**src/rtl/bloom_table_writer.sv**
```systemverilog
// Write side of the censor Bloom filter: owns the 32x32-bit table, sets bits from
// hash pairs, runs a 32-cycle word-by-word clear and exports the whole table.
module bloom_table_writer #(
  parameter int TABLE_BITS = 1024,
  parameter bit PRELOAD    = 1'b1,
  parameter int CNT_W      = 8
) (
  input  logic                  clk,
  input  logic                  rst_n,
  input  logic                  clear,
  input  logic                  ins_valid,
  output logic                  ins_ready,
  input  logic [9:0]            ins_hash1,
  input  logic [9:0]            ins_hash2,
  output logic                  busy,
  output logic                  done,
  output logic [CNT_W-1:0]      word_count,
  output logic [TABLE_BITS-1:0] table_out
);

  localparam int WORDS = TABLE_BITS / 32;

  function automatic logic [TABLE_BITS-1:0] reset_image();
    logic [TABLE_BITS-1:0] img;
    img = '0;
    if (PRELOAD) begin
      img[101] = 1'b1;
      img[165] = 1'b1;
      img[244] = 1'b1;
      img[471] = 1'b1;
    end
    return img;
  endfunction

  localparam logic [TABLE_BITS-1:0] RESET_IMAGE = reset_image();
  localparam logic [CNT_W-1:0]      RESET_COUNT = PRELOAD ? CNT_W'(2) : '0;

  typedef enum logic [1:0] {IDLE, SET1, SET2, CLEAR} state_t;

  state_t           state_reg, state_next;
  logic             clear_pend_reg, clear_pend_next;
  logic [4:0]       word_idx_reg, word_idx_next;
  logic [9:0]       hash1_reg, hash2_reg;
  logic             latch_hashes;
  logic [CNT_W-1:0] count_reg, count_next;
  logic             done_reg, done_next;
  logic             set_en;
  logic [9:0]       set_idx;

  always_comb begin
    state_next      = state_reg;
    clear_pend_next = clear_pend_reg;
    word_idx_next   = word_idx_reg;
    count_next      = count_reg;
    done_next       = 1'b0;
    latch_hashes    = 1'b0;
    case (state_reg)
      IDLE: begin
        if (clear || clear_pend_reg) begin
          state_next      = CLEAR;
          word_idx_next   = '0;
          clear_pend_next = 1'b0;
        end else if (ins_valid && ins_ready) begin
          latch_hashes = 1'b1;
          state_next   = SET1;
        end
      end
      SET1: begin
        state_next = SET2;
        if (clear) clear_pend_next = 1'b1;
      end
      SET2: begin
        state_next = IDLE;
        done_next  = 1'b1;
        if (clear) clear_pend_next = 1'b1;
        if (count_reg != '1) count_next = count_reg + CNT_W'(1);
      end
      CLEAR: begin
        // Clear requests arriving mid-sweep are deliberately dropped.
        word_idx_next = word_idx_reg + 5'd1;
        if (word_idx_reg == 5'd31) begin
          state_next = IDLE;
          count_next = '0;
          done_next  = 1'b1;
        end
      end
      default: state_next = IDLE;
    endcase
  end

  always_ff @(posedge clk or negedge rst_n) begin
    if (!rst_n) begin
      state_reg      <= IDLE;
      clear_pend_reg <= 1'b0;
      word_idx_reg   <= '0;
      hash1_reg      <= '0;
      hash2_reg      <= '0;
      count_reg      <= RESET_COUNT;
      done_reg       <= 1'b0;
    end else begin
      state_reg      <= state_next;
      clear_pend_reg <= clear_pend_next;
      word_idx_reg   <= word_idx_next;
      count_reg      <= count_next;
      done_reg       <= done_next;
      if (latch_hashes) begin
        hash1_reg <= ins_hash1;
        hash2_reg <= ins_hash2;
      end
    end
  end

  assign set_en  = (state_reg == SET1) || (state_reg == SET2);
  assign set_idx = (state_reg == SET1) ? hash1_reg : hash2_reg;

  // One register per table word so the reset image and the clear sweep stay per-word.
  generate
    for (genvar gi = 0; gi < WORDS; gi++) begin : g_word
      logic [31:0] word_reg;
      always_ff @(posedge clk or negedge rst_n) begin
        if (!rst_n) begin
          word_reg <= RESET_IMAGE[32*gi +: 32];
        end else if (state_reg == CLEAR && word_idx_reg == 5'(gi)) begin
          word_reg <= '0;
        end else if (set_en && set_idx[9:5] == 5'(gi)) begin
          word_reg[set_idx[4:0]] <= 1'b1;
        end
      end
      assign table_out[32*gi +: 32] = word_reg;
    end
  endgenerate

  assign ins_ready  = rst_n && (state_reg == IDLE) && !clear && !clear_pend_reg;
  assign busy       = (state_reg != IDLE) || clear_pend_reg;
  assign done       = done_reg;
  assign word_count = count_reg;

endmodule

```
**config.mk**
```make
export PLATFORM = sky130hd
export DESIGN_NAME = bloom_table_writer
export DESIGN_NICKNAME = d
export VERILOG_FILES = /design/src/rtl/bloom_table_writer.sv
export SDC_FILE = /design/constraint.sdc
export NUM_CORES = 2
export LEC_CHECK = 0
export BUFFER_PORTS_ARGS = -buffer_cell sky130_fd_sc_hd__buf_4
export CAP_MARGIN = 40
export CORE_AREA = 2 2 416 418
export DETAILED_ROUTE_END_ITERATION = 10
export DIE_AREA = 0 0 418 420
export PLACE_DENSITY_LB_ADDON = 0.15
export SYNTH_ARGS = -nofsm -noshare
export SYNTH_HDL_FRONTEND = slang
export SYNTH_SLANG_ARGS = --single-unit
export TNS_END_PERCENT = 10
```
**constraint.sdc**
```tcl
create_clock -name clk -period 4.6 [get_ports clk]
set_input_delay 0.69 -clock clk [delete_from_list [all_inputs] [get_ports clk]]
set_output_delay 0.69 -clock clk [all_outputs]
set_load 0.1 [all_outputs]
```
## Word-level counts from Yosys, hierarchy flattened

Cells that the tools add are included.

| storage, ports and cells | value |
|---|---|
| register bits | 1,061 |
| output and inout bits | 1,035 |

| operators by class | value |
|---|---|
| $add $sub $neg | 2 |
| magnitude comparators | 2 |
| equality and inequality tests | 71 |
| multiplexer cells | 84 |
| bitwise operators | 32 |
| reductions and logical operators | 118 |

Operator list:

| kind | count |
|---|---|
| 2-to-1 mux 32 bit | 64 |
| bitwise OR 32 bit | 32 |
| == test 5 bit (second input constant) | 32 |
| == test 5 x 4 -> 1 bit (second input constant) | 16 |
| nonzero test 2 bit | 36 |
| logical AND 1 bit | 69 |
| == test 5 x 3 -> 1 bit (second input constant) | 8 |
| == test 5 x 2 -> 1 bit (second input constant) | 4 |
| 2-to-1 mux 8 bit | 2 |
| one-hot mux 8 bit (2 select lines) | 1 |
| == test 5 x 1 -> 1 bit (second input constant) | 2 |
| zero test 5 bit | 2 |
| 2-to-1 mux 10 bit | 1 |
| one-hot mux 5 bit (2 select lines) | 1 |
| adder 8 x 1 -> 8 bit (second input constant) | 1 |
| inequality test 8 bit (second input constant) | 1 |
| one-hot mux 2 bit (4 select lines) | 1 |
| 2-to-1 mux 1 bit | 7 |
| less-than comparator 5 x 6 -> 1 bit (second input constant) | 1 |
| 2-to-1 mux 2 bit | 3 |
| inequality test 2 bit (second input constant) | 3 |
| AND reduction 3 bit | 2 |
| adder 5 x 1 -> 5 bit (second input constant) | 1 |
| demux 1 bit (select 5 bit) | 1 |
| other kinds (12) | 18 |

## Depth between registers and ports, before layout

| logic depth | value |
|---|---|
| depth in word-level cells | 9 |
| depth in mapped cells | 10 |
| gate-level depth less buffers | 7 |

## Worst setup path after synthesis

OpenSTA, ideal clock, no wires.

| timing | value |
|---|---|
| kind | register to output |
| start | reg state_reg[0] |
| end | out ins_ready |
| arrival | 1,805 ps |
| data required time | 3,910 ps |
| path slack | 2,105 ps |
| stages on the path, launching flop included | 5 |
| cell sequence | dfrtp_1 inv_1 ha_1 nor3b_1 and2_1 |

| on the way | value |
|---|---|
| longest elaborated chain between the ends | 4 |

RTL lines:

| element | RTL line | RTL |
|---|---|---|
| from (decl) | 40 | `state_t state_reg, state_next;` |
| from (signal assigned) | 101 | `state_reg <= state_next;` |
| zero test 2 bit | 133 | `assign ins_ready = rst_n && (state_reg == IDLE) && !clear && !clear_pend_reg;` |
| logical AND 1 bit (3 in a row) | 133 |  |
| to (decl) | 12 | `output logic ins_ready,` |

Every way passes these cells.

## Worst setup path after layout

| timing | value |
|---|---|
| start | reg state_reg[1] |
| end | reg g_word[3].word_reg[7] |

| on the way | value |
|---|---|
| longest elaborated chain between the ends | 9 |

RTL lines:

| element | RTL line | RTL |
|---|---|---|
| == test 2 x 1 -> 1 bit | 113, 114 |  |
| 2-to-1 mux 10 bit | 114 | `assign set_idx = (state_reg == SET1) ? hash1_reg : hash2_reg;` |
| less-than comparator 5 x 6 -> 1 bit (implied by the code) / greater-or-equal comparator 5 x 1 -> 1 bit (equally long branches) | 126 | `word_reg[set_idx[4:0]] <= 1'b1;` |
| logical AND 1 bit (implied by the code) | 126 |  |
| 2-to-1 mux 1 bit (implied by the code) | 126 |  |
| demux 1 bit (select 5 bit) | 126 |  |
| bitwise OR 32 bit (no source line) | n/a |  |
| 2-to-1 mux 32 bit | 125 | `end else if (set_en && set_idx[9:5] == 5'(gi)) begin` |
| 2-to-1 mux 32 bit | 123 | `end else if (state_reg == CLEAR && word_idx_reg == 5'(gi)) begin` |
| to (signal assigned) | 122 | `word_reg <= RESET_IMAGE[32*gi +: 32];` |
| to (decl) | 119 | `logic [31:0] word_reg;` |

Parallel ways exist; a longest one is shown, timed or not. The select of a mux whose other input is x is not followed.
A chain may end at the register's enable or synchronous reset.

==> reports/metrics.cfg <==
[clock_tree]
cts_tree=built
cts.sinks=1061
cts_made_buffers=130
cts_root_buf=clkbuf_16
worst_skew_pair.late_latency_ns=0.81
path_clk_slew_ns=0.06
clk_path_buf_depth=3
h-tree-depth=4

[placed_design]
portBuffers=1058
dp.cells=6557
dpl.hpwl_mm=141
place_ws_ns=1.15
place.gp.congestion=0.788

[synth]
ys.flop_type=dfrtp_1
synthArstFlopShare_pct=100
syn_avg_cell_area_sq_um=11.4
syn_nets=3497
ys_seq_area_share_pct=67.3
syn_area_sq_mm=0.0395
synth-seq-cells=1061
yosysWarnings=0
synthCells=3460
yosysUniqueCellTypes=67
synth_edf_count=0

[setup_path]
crit_chain=inv_1, ha_1, mux2i_1, and2_2, buf_4, and4_1, a22o_1
startpoint_type=flop
crit_fanout=17
slowest_stage=and4_1
worstSetupEndpointType=flop
crit_required_ns=5.31
reg2regPathDepth=7
crit_arrival_ns=4.16
cpPeakStageDelay_ns=0.62
path_depth=7
crit_family=simple AND/OR/NAND/NOR gates
path_buf_inv=2
path_class=flop to flop

[flow_run]
cap_viol_max_count=0

[die]
rows=152
die_y_um=420
core_area_sq_mm=0.171
die_area_sq_mm=0.176
die_x_um=418
floorplan.initialDensity_pct=23.1
io_pins=1059

[sta]
finalClockSkew_ns=0.0387
setup_viol=0
tightest_slew_ns=0.903
max_freq_mhz=289
hold_violations=0
slew_viol_final=0
fin_setup_tns_ns=0
slew_headroom_pct=39.8
rsz0062_at_grt=false
fin_ws_ns=1.14
finalCriticalPeriod_ns=3.46
fin_crit_sh_pct=75.2
fin_hold_ws_ns=0.123

[power]
power_density_mw_per_mm2=760
ir_drop_v=0.000493
total_power_uw=41600
power_leakage_uw=0.0266

[global_route]
track_usage_pct=23.2
grt_start_max_net_pins=134
antenna_found_initial=20
grt_pass1_vias=32193
grt_pass1_wl_mm=283
gr-total-overflow=0

[drt]
routed-wl-met2_mm=103
firstDrtPassIters=7
detail-route-antenna-nets=0
wl_met1_mm=85.5
vias=32417
drt_iter0_drc=2209
routedWlPerCell_um=30.7
routed.top_layer=met4
drc=0
via_per_inst=4.77
routed-wl-met3_mm=13.3
routed_wirelength_mm=209

[finish]
area_delta_synth_final_pct=38.9
drive_above_1_share_pct=33.5
final_nets=4494
largest_reg_flops=1024
fin_cells=6802

[outcome]
run_status=finished clean

[worst_hold_path]
hold_path_depth=2
hold_class=input pin to flop

cells in the mapped netlist (3+ instances only):
cell type  instances  area [sq um]
mux2i_1            3          30.0
o22a_1             5          43.8
nor4b_4            3          71.3
nor4_1             3          18.8
a22o_1           293          2570
buf_2             97           485
inv_1             10          37.5
o22ai_1            5          31.3
buf_6              7          78.8
a2bb2oi_1          3          26.3
nor2b_1           18           113
clkbuf_1         194           728
o21ai_0          542          2710
a221o_1            3          30.0
nand2b_1          15          93.8
ha_1              13           163
and2_1             6          37.5
nand4_2            9           113
nand3b_4           4          80.1
o21ai_1          199           996
a22oi_1            4          30.0
and3b_1            5          43.8
and4_1            25           219
nor3b_4            4          75.1
nor2_1            15          56.3
dfstp_2            5           131
nand3_1           17          85.1
nand2_1          790          2970
and3_1             5          31.3
nand4_1           13          81.3
buf_1             17          63.8
buf_4              5          37.5
dfrtp_1         1056         26400
mux2_2            22           248
nand4_4            5           106
area by class of cell:
cell class	count	area, sq um
inverters	10	37.5
clock buffers	196	3900
multi-input cells	2067	11700
well taps	2233	2790
fillers	17671	116000
repair buffers	1187	9300
diodes	13	32.5
flip-flops and latches	1061	26600
clock inverters	35	485
through the flow:
step | utilization (%) | instance area, sq um
global route | 32.0 | 54800
floorplan | - | 39500
detailed placement | 29.5 | 50400
CTS | 32.0 | 54800
finish | 32.1 | 54800
global placement | 29.3 | 50100
placed cells by master, fill, tap and decap left out, drive strengths merged, types with 15 or more instances in the layout:
cell / n
a22o: 294
and4: 25
buf: 1186
clkbuf: 196
clkinv: 23
dfrtp: 1056
inv: 17
mux2: 22
nand2: 791
nand2b: 15
nand3: 17
nand4: 27
nor2: 18
nor2b: 18
o21ai: 742
repair_timing:
item                      in CTS  in global routing
gates resized for setup        0                  0
hold endpoints to repair      74                  0
hold buffers                   1                  0
setup buffers                  0                  0
where the power goes:
| group | switching (uW) | internal (uW) |
|---|---|---|
| logic | 15900 | 3250 |
| registers | 1070 | 10900 |
| clock network | 4420 | 6140 |
| total | 21400 | 20300 |
final timing paths:
check,from,to,slack [ns]
max,state_reg[1]$_DFFE_PN0P_,g_word[3].word_reg[7]$_DFFE_PN0P_,1.14
min,ins_hash1[3],hash1_reg[3]$_DFFE_PN0P_,0.12
max reg2reg,state_reg[1]$_DFFE_PN0P_,g_word[3].word_reg[7]$_DFFE_PN0P_,1.14
min reg2reg,g_word[8].word_reg[22]$_DFFE_PN0P_,g_word[8].word_reg[22]$_DFFE_PN0P_,0.48
max in group asynchronous,rst_n,g_word[23].word_reg[25]$_DFFE_PN0P_,2.64
min in group asynchronous,rst_n,g_word[4].word_reg[15]$_DFFE_PN0P_,0.48
per-layer routing:
metal	GRT usage [%]	vias up
met4	8.14	0
met3	5.87	286
met2	38.9	1163
met1	28.9	17050
met5	0	-
li1	-	13918
kinds of logic after synthesis:
family	after synthesis	share of synthesized area [%]
AO/OA/AOI/OAI	1072	16.9
buffers and inverters	332	3.68
AND/OR/NAND/NOR	957	11.1
adder cells (fa/ha/maj)	13	0.412
flip-flops	1061	67.3
multiplexers	25	0.704
Note: power is estimated with default switching activity, not from simulation.
